`src/rtl/gshare_predictor_pkg.sv`:
```
// gshare_predictor_pkg
// Shared definitions for the sail-core gshare branch predictor:
// 2-bit counter encodings, counter reset value and default table geometry.
// No ports (package).
package gshare_predictor_pkg;

  // 2-bit saturating counter states; bit 1 is the taken prediction.
  localparam logic [1:0] kSAIL_BHT_SNT = 2'b00;  // strong not-taken
  localparam logic [1:0] kSAIL_BHT_WNT = 2'b01;  // weak not-taken
  localparam logic [1:0] kSAIL_BHT_WT  = 2'b10;  // weak taken
  localparam logic [1:0] kSAIL_BHT_ST  = 2'b11;  // strong taken

  // Counters start weakly not-taken so one taken outcome flips the prediction.
  localparam logic [1:0] kSAIL_BHT_RESET = kSAIL_BHT_WNT;

  localparam int kSAIL_INDEX_BITS = 6;
  localparam int kSAIL_HIST_BITS  = 4;

endpackage

```
`src/rtl/gshare_predictor_if.sv`:
```
// gshare_predictor_if
// Lookup/update/status bundle between the pipeline and the predictor.
//   lookup : lkp_valid, lkp_pc, lkp_offset -> lkp_taken, lkp_target, lkp_idx
//   update : upd_valid, upd_idx, upd_taken, upd_predicted
//   status : mispredict, ghr, mispredict_count
// master = pipeline side, slave = predictor side.
interface gshare_predictor_if #(
  parameter int INDEX_BITS = 6,
  parameter int HIST_BITS  = 4
);
  logic                  lkp_valid;
  logic [31:0]           lkp_pc;
  logic [31:0]           lkp_offset;
  logic                  lkp_taken;
  logic [31:0]           lkp_target;
  logic [INDEX_BITS-1:0] lkp_idx;

  logic                  upd_valid;
  logic [INDEX_BITS-1:0] upd_idx;
  logic                  upd_taken;
  logic                  upd_predicted;

  logic                  mispredict;
  logic [HIST_BITS-1:0]  ghr;
  logic [31:0]           mispredict_count;

  modport master (
    output lkp_valid, lkp_pc, lkp_offset,
    input  lkp_taken, lkp_target, lkp_idx,
    output upd_valid, upd_idx, upd_taken, upd_predicted,
    input  mispredict, ghr, mispredict_count
  );

  modport slave (
    input  lkp_valid, lkp_pc, lkp_offset,
    output lkp_taken, lkp_target, lkp_idx,
    input  upd_valid, upd_idx, upd_taken, upd_predicted,
    output mispredict, ghr, mispredict_count
  );
endinterface

```
`src/rtl/gshare_predictor_sat2_next.sv`:
```
// sat2_next
// Combinational next state of a 2-bit saturating counter.
//   cur   in  2  current counter value
//   taken in  1  resolved outcome (1 = count up, 0 = count down)
//   nxt   out 2  next counter value, clamped at 00 and 11
module sat2_next
  import gshare_predictor_pkg::*;
(
  input  logic [1:0] cur,
  input  logic       taken,
  output logic [1:0] nxt
);

  always_comb begin
    nxt = cur;
    if (taken) begin
      if (cur != kSAIL_BHT_ST) nxt = cur + 2'd1;
    end else begin
      if (cur != kSAIL_BHT_SNT) nxt = cur - 2'd1;
    end
  end

endmodule

```
`src/rtl/gshare_predictor.sv`:
```
// gshare_predictor
// gshare conditional-branch predictor: table of 2-bit counters indexed by
// PC[INDEX_BITS+1:2] XOR global history. Trains only on resolved branches.
//   clk  in  core clock, rising edge
//   rst  in  asynchronous active-high reset
//   bus  slave modport of gshare_predictor_if (lookup, update, status)
module gshare_predictor
  import gshare_predictor_pkg::*;
#(
  parameter int INDEX_BITS = kSAIL_INDEX_BITS,
  parameter int HIST_BITS  = kSAIL_HIST_BITS
) (
  input  logic               clk,
  input  logic               rst,
  gshare_predictor_if.slave  bus
);

  localparam int ENTRIES = 1 << INDEX_BITS;

  logic [1:0]            tbl [ENTRIES];
  logic [HIST_BITS-1:0]  ghr_q;
  logic [HIST_BITS-1:0]  ghr_nxt;
  logic                  mispredict_q;
  logic [31:0]           count_q;
  logic [INDEX_BITS-1:0] lkp_idx;
  logic [1:0]            upd_cur;
  logic [1:0]            upd_nxt;
  logic                  upd_miss;

  // Lookup path: purely combinational, reads pre-update table and history.
  assign lkp_idx        = bus.lkp_pc[INDEX_BITS+1:2] ^ INDEX_BITS'(ghr_q);
  assign bus.lkp_idx    = lkp_idx;
  assign bus.lkp_taken  = bus.lkp_valid & tbl[lkp_idx][1];
  assign bus.lkp_target = bus.lkp_pc + bus.lkp_offset;

  assign upd_cur  = tbl[bus.upd_idx];
  assign upd_miss = bus.upd_predicted ^ bus.upd_taken;

  sat2_next u_sat2_next (
    .cur   (upd_cur),
    .taken (bus.upd_taken),
    .nxt   (upd_nxt)
  );

  generate
    if (HIST_BITS == 1) begin : g_ghr_one
      assign ghr_nxt = bus.upd_taken;
    end else begin : g_ghr_shift
      assign ghr_nxt = {ghr_q[HIST_BITS-2:0], bus.upd_taken};
    end
  endgenerate

  always_ff @(posedge clk or posedge rst) begin
    if (rst) begin
      for (int i = 0; i < ENTRIES; i++) tbl[i] <= kSAIL_BHT_RESET;
      ghr_q        <= '0;
      mispredict_q <= 1'b0;
      count_q      <= '0;
    end else begin
      mispredict_q <= bus.upd_valid & upd_miss;
      if (bus.upd_valid) begin
        tbl[bus.upd_idx] <= upd_nxt;
        ghr_q            <= ghr_nxt;
        if (upd_miss && (count_q != 32'hFFFF_FFFF)) count_q <= count_q + 32'd1;
      end
    end
  end

  assign bus.ghr              = ghr_q;
  assign bus.mispredict       = mispredict_q;
  assign bus.mispredict_count = count_q;

endmodule

```
`src/flat_wrapper.sv`:
```
// flat-port wrapper written by rule: the top's interface ports become plain ports
module gshare_predictor_flat import gshare_predictor_pkg::*;
#(
  parameter int INDEX_BITS = kSAIL_INDEX_BITS,
  parameter int HIST_BITS  = kSAIL_HIST_BITS
)
  (clk, rst, bus_lkp_valid, bus_lkp_pc, bus_lkp_offset, bus_lkp_taken, bus_lkp_target, bus_lkp_idx, bus_upd_valid, bus_upd_idx, bus_upd_taken, bus_upd_predicted, bus_mispredict, bus_ghr, bus_mispredict_count);
  gshare_predictor_if #(.INDEX_BITS(INDEX_BITS), .HIST_BITS(HIST_BITS)) bus_i ();
  input  logic clk;
  input  logic rst;
  input wire logic [$bits(bus_i.lkp_valid)-1:0] bus_lkp_valid;
  input wire logic [$bits(bus_i.lkp_pc)-1:0] bus_lkp_pc;
  input wire logic [$bits(bus_i.lkp_offset)-1:0] bus_lkp_offset;
  output wire logic [$bits(bus_i.lkp_taken)-1:0] bus_lkp_taken;
  output wire logic [$bits(bus_i.lkp_target)-1:0] bus_lkp_target;
  output wire logic [$bits(bus_i.lkp_idx)-1:0] bus_lkp_idx;
  input wire logic [$bits(bus_i.upd_valid)-1:0] bus_upd_valid;
  input wire logic [$bits(bus_i.upd_idx)-1:0] bus_upd_idx;
  input wire logic [$bits(bus_i.upd_taken)-1:0] bus_upd_taken;
  input wire logic [$bits(bus_i.upd_predicted)-1:0] bus_upd_predicted;
  output wire logic [$bits(bus_i.mispredict)-1:0] bus_mispredict;
  output wire logic [$bits(bus_i.ghr)-1:0] bus_ghr;
  output wire logic [$bits(bus_i.mispredict_count)-1:0] bus_mispredict_count;
  assign bus_i.lkp_valid = bus_lkp_valid;
  assign bus_i.lkp_pc = bus_lkp_pc;
  assign bus_i.lkp_offset = bus_lkp_offset;
  assign bus_lkp_taken = bus_i.lkp_taken;
  assign bus_lkp_target = bus_i.lkp_target;
  assign bus_lkp_idx = bus_i.lkp_idx;
  assign bus_i.upd_valid = bus_upd_valid;
  assign bus_i.upd_idx = bus_upd_idx;
  assign bus_i.upd_taken = bus_upd_taken;
  assign bus_i.upd_predicted = bus_upd_predicted;
  assign bus_mispredict = bus_i.mispredict;
  assign bus_ghr = bus_i.ghr;
  assign bus_mispredict_count = bus_i.mispredict_count;
  gshare_predictor #(.INDEX_BITS(INDEX_BITS), .HIST_BITS(HIST_BITS)) u_core (.clk(clk), .rst(rst), .bus(bus_i));
endmodule
```
`config.mk`:
```
export PLATFORM = sky130hd
export DESIGN_NAME = gshare_predictor_flat
export DESIGN_NICKNAME = d
export VERILOG_FILES = /design/src/rtl/gshare_predictor_pkg.sv /design/src/rtl/gshare_predictor_if.sv /design/src/rtl/gshare_predictor_sat2_next.sv /design/src/rtl/gshare_predictor.sv /design/src/flat_wrapper.sv
export SDC_FILE = /design/constraint.sdc
export NUM_CORES = 1
export LEC_CHECK = 0
export ABC_CLOCK_PERIOD_IN_PS = 5350
export CAP_MARGIN = 20
export CELL_PAD_IN_SITES_DETAIL_PLACEMENT = 0
export CELL_PAD_IN_SITES_GLOBAL_PLACEMENT = 1
export CORE_MARGIN = 2
export CORE_UTILIZATION = 40
export CTS_BUF_LIST = sky130_fd_sc_hd__clkbuf_8
export DETAILED_ROUTE_END_ITERATION = 7
export GPL_ROUTABILITY_DRIVEN = 0
export GPL_TIMING_DRIVEN = 0
export PLACE_DENSITY_LB_ADDON = 0.1
export RECOVER_POWER = 25
export SYNTH_ARGS = -nofsm -noshare
export SYNTH_HDL_FRONTEND = slang
export SYNTH_HIERARCHICAL = 1
export SYNTH_SLANG_ARGS = --single-unit
```
`constraint.sdc`:
```
create_clock -name clk -period 5.35 [get_ports clk]
set_input_delay 1.07 -clock clk [delete_from_list [all_inputs] [get_ports clk]]
set_output_delay 1.07 -clock clk [all_outputs]
set_load 0.005 [all_outputs]
```
# == Word-level counts from Yosys, hierarchy flattened ==
# Cells that the tools add are included.
# word_totals
register_bits,165
inputBits,76
out_inout_bits,76
elab_cells,98
# op_classes
n_addsub,4
n_lt_le_gt_ge,3
eq_ne,2
muxes,12
n_bitwise,6
reduce_logical,4
# ops
op,n
$bwmux 128,1
$add 32x1->32 const B,1
$add 32x32->32,1
$ne 32x32->1 const B,1
$bmux 2 s6,2
$mux 2,8
$ge 7x7->1 const B,2
$not 6->7,2
$demux 2 s6,1
$lt 7x1->1 const B,1
$xor 6x4->6,1
$add 2x1->2 const B,1
$and 1x1->1,2
$logic_and 1x1->1,2
$ne 2x2->1 const B,1
$reduce_and 2->1,1
$reduce_bool 2->1,1
$sub 2x1->2 const B,1
$xor 1x1->1,1

# == Logic depth before layout (Yosys ltp) ==
# depth
word_depth,8
mapped_depth,15

# == By module ==
# The synthesis kept the hierarchy.
# by_module_without_submodules
module,n_inst,cells_each,area_per_inst_um2,seq_area_each_um2
gshare_predictor,1,956,10302.4,4209.0
sat2_next,1,3,26.3,0.0

# == Least setup slack after synthesis ==
# Ideal clock, no wire load.
# synth_path
path_type,input -> output
start,input port bus_lkp_pc[0]
end,output port bus_lkp_target[20]
arrival_time_ns,3.167
required_ns,4.280
slack_ns,1.113
stages,9
n_path_buf,0
path_cell_list,ha_1 -> fa_1 -> a21o_1 -> a221oi_2 -> or3b_1 -> nand3b_1 -> a221o_1 -> a21oi_1 -> xnor2_1
# synth_between
elab_chain_len,1
# synth_lines
item,line,source
start: declaration,flat_wrapper.sv:12,input wire logic [$bits(bus_i.lkp_pc)-1:0] bus_lkp_pc;
$add 32x32->32,gshare_predictor.sv:34,assign bus.lkp_target = bus.lkp_pc + bus.lkp_offset;
end: declaration,flat_wrapper.sv:15,output wire logic [$bits(bus_i.lkp_target)-1:0] bus_lkp_target;
# No other way between the ends.

# == Worst setup path in the final report ==
# layout_path
start,input port bus_lkp_pc[3]
end,output port bus_lkp_taken
# layout_between
elab_chain_len,6
# layout_lines
item,line,source
$xor 6x4->6,gshare_predictor.sv:31,assign lkp_idx = bus.lkp_pc[INDEX_BITS+1:2] ^ INDEX_BITS'(ghr_q);
$not 6->7 (not written as such),gshare_predictor.sv:33,assign bus.lkp_taken = bus.lkp_valid & tbl[lkp_idx][1];
$bmux 2 s6,gshare_predictor.sv:33,
$mux 2 (not written as such) (2 in series),gshare_predictor.sv:33,
$and 1x1->1,gshare_predictor.sv:33,
end: declaration,flat_wrapper.sv:14,output wire logic [$bits(bus_i.lkp_taken)-1:0] bus_lkp_taken;
# No other way between the ends. The select of a mux whose other input is x is not followed.

==> impl_metrics.toml <==
[run_status]
status = "finished, violations left"
violations = "max-capacitance violations, max-slew violations"

[floorplanning]
die-area_um2 = 27100
pin_count = 152
start_util = 0.409
die_h_um = 165
core_um2 = 25300
die_w_um = 165
rows = 58

[power]
power.density_nw_per_um2 = 273
peakVddDrop_uv = 147
p_total_uw = 3490
p_leak_uw = 0.00538

[clock_tree]
htree_levels = 4
cts_buffers = 17
root_buffer = "clkbuf_8"
cts_hold_buf = 0
cts_num_sinks = 165
clk_latency_ns = 0.47
cts_buffer_depth = 2
clk_pin_slew_ns = 0.11
cts_tree = "done"

[grt]
grt_pass1_wl_um = 48400
grt_use_total = 0.236
grt_max_degree = 42
grt_pass1_vias = 8368
grt.overflow.total = 0
grt_antenna_before_repair = 0

[sta]
relSlewSlack = -0.298
drv_slew = 39
fin_crit_sh = 0.986
min_period_ns = 5.27
hold_viol_final = 0
finalClockSkew_ns = 0.0199
fmax_mhz = 190
fin_setup_tns_ns = 0
setup_slack_ns = 0.0756
rsz0062_at_grt = "yes"
finalSetupViolCount = 0
worstMarginPinSlew_ns = 1.95

[worst_hold_path]
holdCritStartpoint = "u_core/bus.mispredict_count[10]"
worst_hold_path.endpoint = "u_core/bus.mispredict_count[10]"
hold_class = "reg2reg"
worstHoldPathCells = 1

[route]
drt_iter0_markers = 590
drc = 0
vias = 8436
drt.antenna.violating_nets = 0
drtPass1Iterations = 5
drt-total-wl_um = 31700
vias_per_cell = 5.69
wire_per_inst_um = 21.4

[critical_path]
crit_fanout = 10
critical_path.top_delay_family = "buffers and inverters"
required_ns = 4.28
cp_slowest_cell = "clkdlybuf4s50_1"
startpoint_type = "input port"
r2r_end = "u_core/tbl[40]"
crit_type = "in2out"
rrSetupSlack_ns = 1.92
ff2ff_path_depth = 11
arrival_ns = 4.20
cp_cell_sequence = "clkdlybuf4s50_1 -> xor2_4 -> buf_2 -> mux4_2 -> mux4_2 -> a21oi_1 -> nand2_1 -> o311a_1 -> clkdlybuf4s50_1"
rr_startpoint = "u_core/tbl[16]"
slowest_delay_ns = 0.58
crit_buf_inv = 3
worst_setup_path_end_kind = "primary output"

[synth]
synthCells = 959
synth_cell_types = 70
synth_ff_type = "dfrtp_1"
synthesis.nets = 1068
synthesis.area_um2 = 10300
syn_area_per_cell_um2 = 10.8
ys_seq_elements = 165
synth-edff-count = 0
yosysSeqAreaShare = 0.408
yosys_warnings = 6
async_flop_share = 1.00

[final_layout]
fill_cells = 2348
final_util = 0.506
nNetsFinal = 1248
antennaDiodeCount = 0
syn2layout_area_growth_pct = 23.7
drive_gt1_frac = 0.266

[placed_design]
place.port_buffers = 149
dp_worst_setup_slack_ns = -0.365
dp_hpwl_um = 23600

[flow_run]
maxCapViolations = 1
[where the power goes]
part / total (uW) / internal [uW] / switching [uW]
logic: 1030 / 544 / 491
clock network: 883 / 349 / 535
registers: 1580 / 1450 / 120
[synthesized netlist by cell type (all sizes together), types with 3 or more instances]
master / number / area (um2)
a31oi: 8 / 50.1
and2: 7 / 43.8
xor2: 18 / 165
o21a: 4 / 30.0
a211oi: 5 / 37.5
a221oi: 9 / 85.1
a21oi: 42 / 210
o21bai: 3 / 22.5
o22ai: 3 / 18.8
a21o: 18 / 135
nand2b: 3 / 18.8
nor3: 12 / 60.1
mux4: 27 / 627
clkbuf: 35 / 131
xnor2: 44 / 385
o21ai: 37 / 185
and3: 14 / 87.6
and3b: 3 / 26.3
ha: 32 / 400
inv: 14 / 52.6
a22oi: 9 / 67.6
nor3b: 3 / 22.5
dfstp: 64 / 1680
nor4: 3 / 18.8
a211o: 3 / 26.3
nor2: 71 / 267
dfrtp: 101 / 2530
mux2: 143 / 1610
and4: 5 / 43.8
a22o: 4 / 35.0
mux2i: 18 / 180
o211ai: 4 / 30.0
o221ai: 3 / 26.3
or2: 3 / 18.8
nand2: 82 / 308
nand4: 12 / 75.1
buf: 17 / 92.6
nand3: 36 / 180
nor2b: 10 / 62.6
nand3b: 5 / 37.5
[through the flow]
step,cell area [um2],hold slack [ns],cells
after global routing,12800,0.523,1482
after global placement,12200,0.477,1438
after floorplan,10300,0.478,959
after detailed placement,12300,0.483,1442
after CTS,12700,0.504,1475
final,12800,0.493,1482
[layer usage]
metal,vias up,part of all wire,track usage
met5,-,0,0
met4,0,0.024,0.0818
met3,44,0.072,0.0460
met2,316,0.45,0.359
met1,4193,0.45,0.337
li1,3883,-,-
[cell type report]
class	count	area, um2	area share
timing repair buffer	162	1590	0.125
clock buffer	17	234	0.0183
tap	330	413	0.0323
sequential	165	4210	0.329
multi-input combinational	728	5910	0.462
clock inverter	15	148	0.0116
inverter	14	53.8	0.00421
buffer	51	223	0.0174
[layout by cell type, fill, tap and decap left out, drive strengths merged, types with 4 or more instances in the layout]
cell type and count:
clkdlybuf4s50 147, mux2 143, dfrtp 101, nand2 82, nor2 71, dfstp 64
clkbuf 55, xnor2 44, a21oi 42, o21ai 37, nand3 36, ha 32
mux4 27, buf 26, inv 23, a21o 18, mux2i 18, xor2 18
and3 14, nor3 12, nand4 12, nor2b 10, a22oi 9, a221oi 9
a31oi 8, and2 7, nand3b 5, and4 5, a211oi 5, o21a 4
o211ai 4, a22o 4
[what timing repair did]
item	in CTS	in global routing
gates resized for setup	4	10
endpoints found under the setup margin	4	9
pin swaps	2	7
setup buffers	1	8
[cell families (layout without fill, tap and decap cells)]
group / count (synthesis) / in the layout / share of synthesized area
AO/OA/AOI/OAI: 168 / 168 / 0.107
flip-flops: 165 / 165 / 0.408
buffers and inverters: 66 / 259 / 0.0268
XOR/XNOR: 62 / 62 / 0.0533
AND/OR/NAND/NOR: 275 / 275 / 0.128
adder cells (fa/ha/maj): 35 / 35 / 0.0429
multiplexers: 188 / 188 / 0.234
[sequential cells by signal, indices dropped and copies added, names as in the netlist]
name                         count
u_core/tbl                     128
u_core/bus.mispredict            1
u_core/bus.mispredict_count     32
u_core/bus.ghr                   4
[worst max-delay path by stage]
stage	to	cells after the start	from	slack, ns
6_report	bus_lkp_taken	9	bus_lkp_pc[3]	0.08
5_1_grt	bus_lkp_target[31]	10	bus_lkp_pc[4]	-0.02
4_1_cts	bus_lkp_taken	9	bus_lkp_pc[2]	-0.02
3_5_place_dp	bus_lkp_taken	9	bus_lkp_pc[3]	-0.37
3_3_place_gp	bus_lkp_taken	9	bus_lkp_pc[3]	-0.40
2_1_floorplan	bus_lkp_target[20]	9	bus_lkp_pc[0]	1.11
Power figures use the tool's default switching activity.
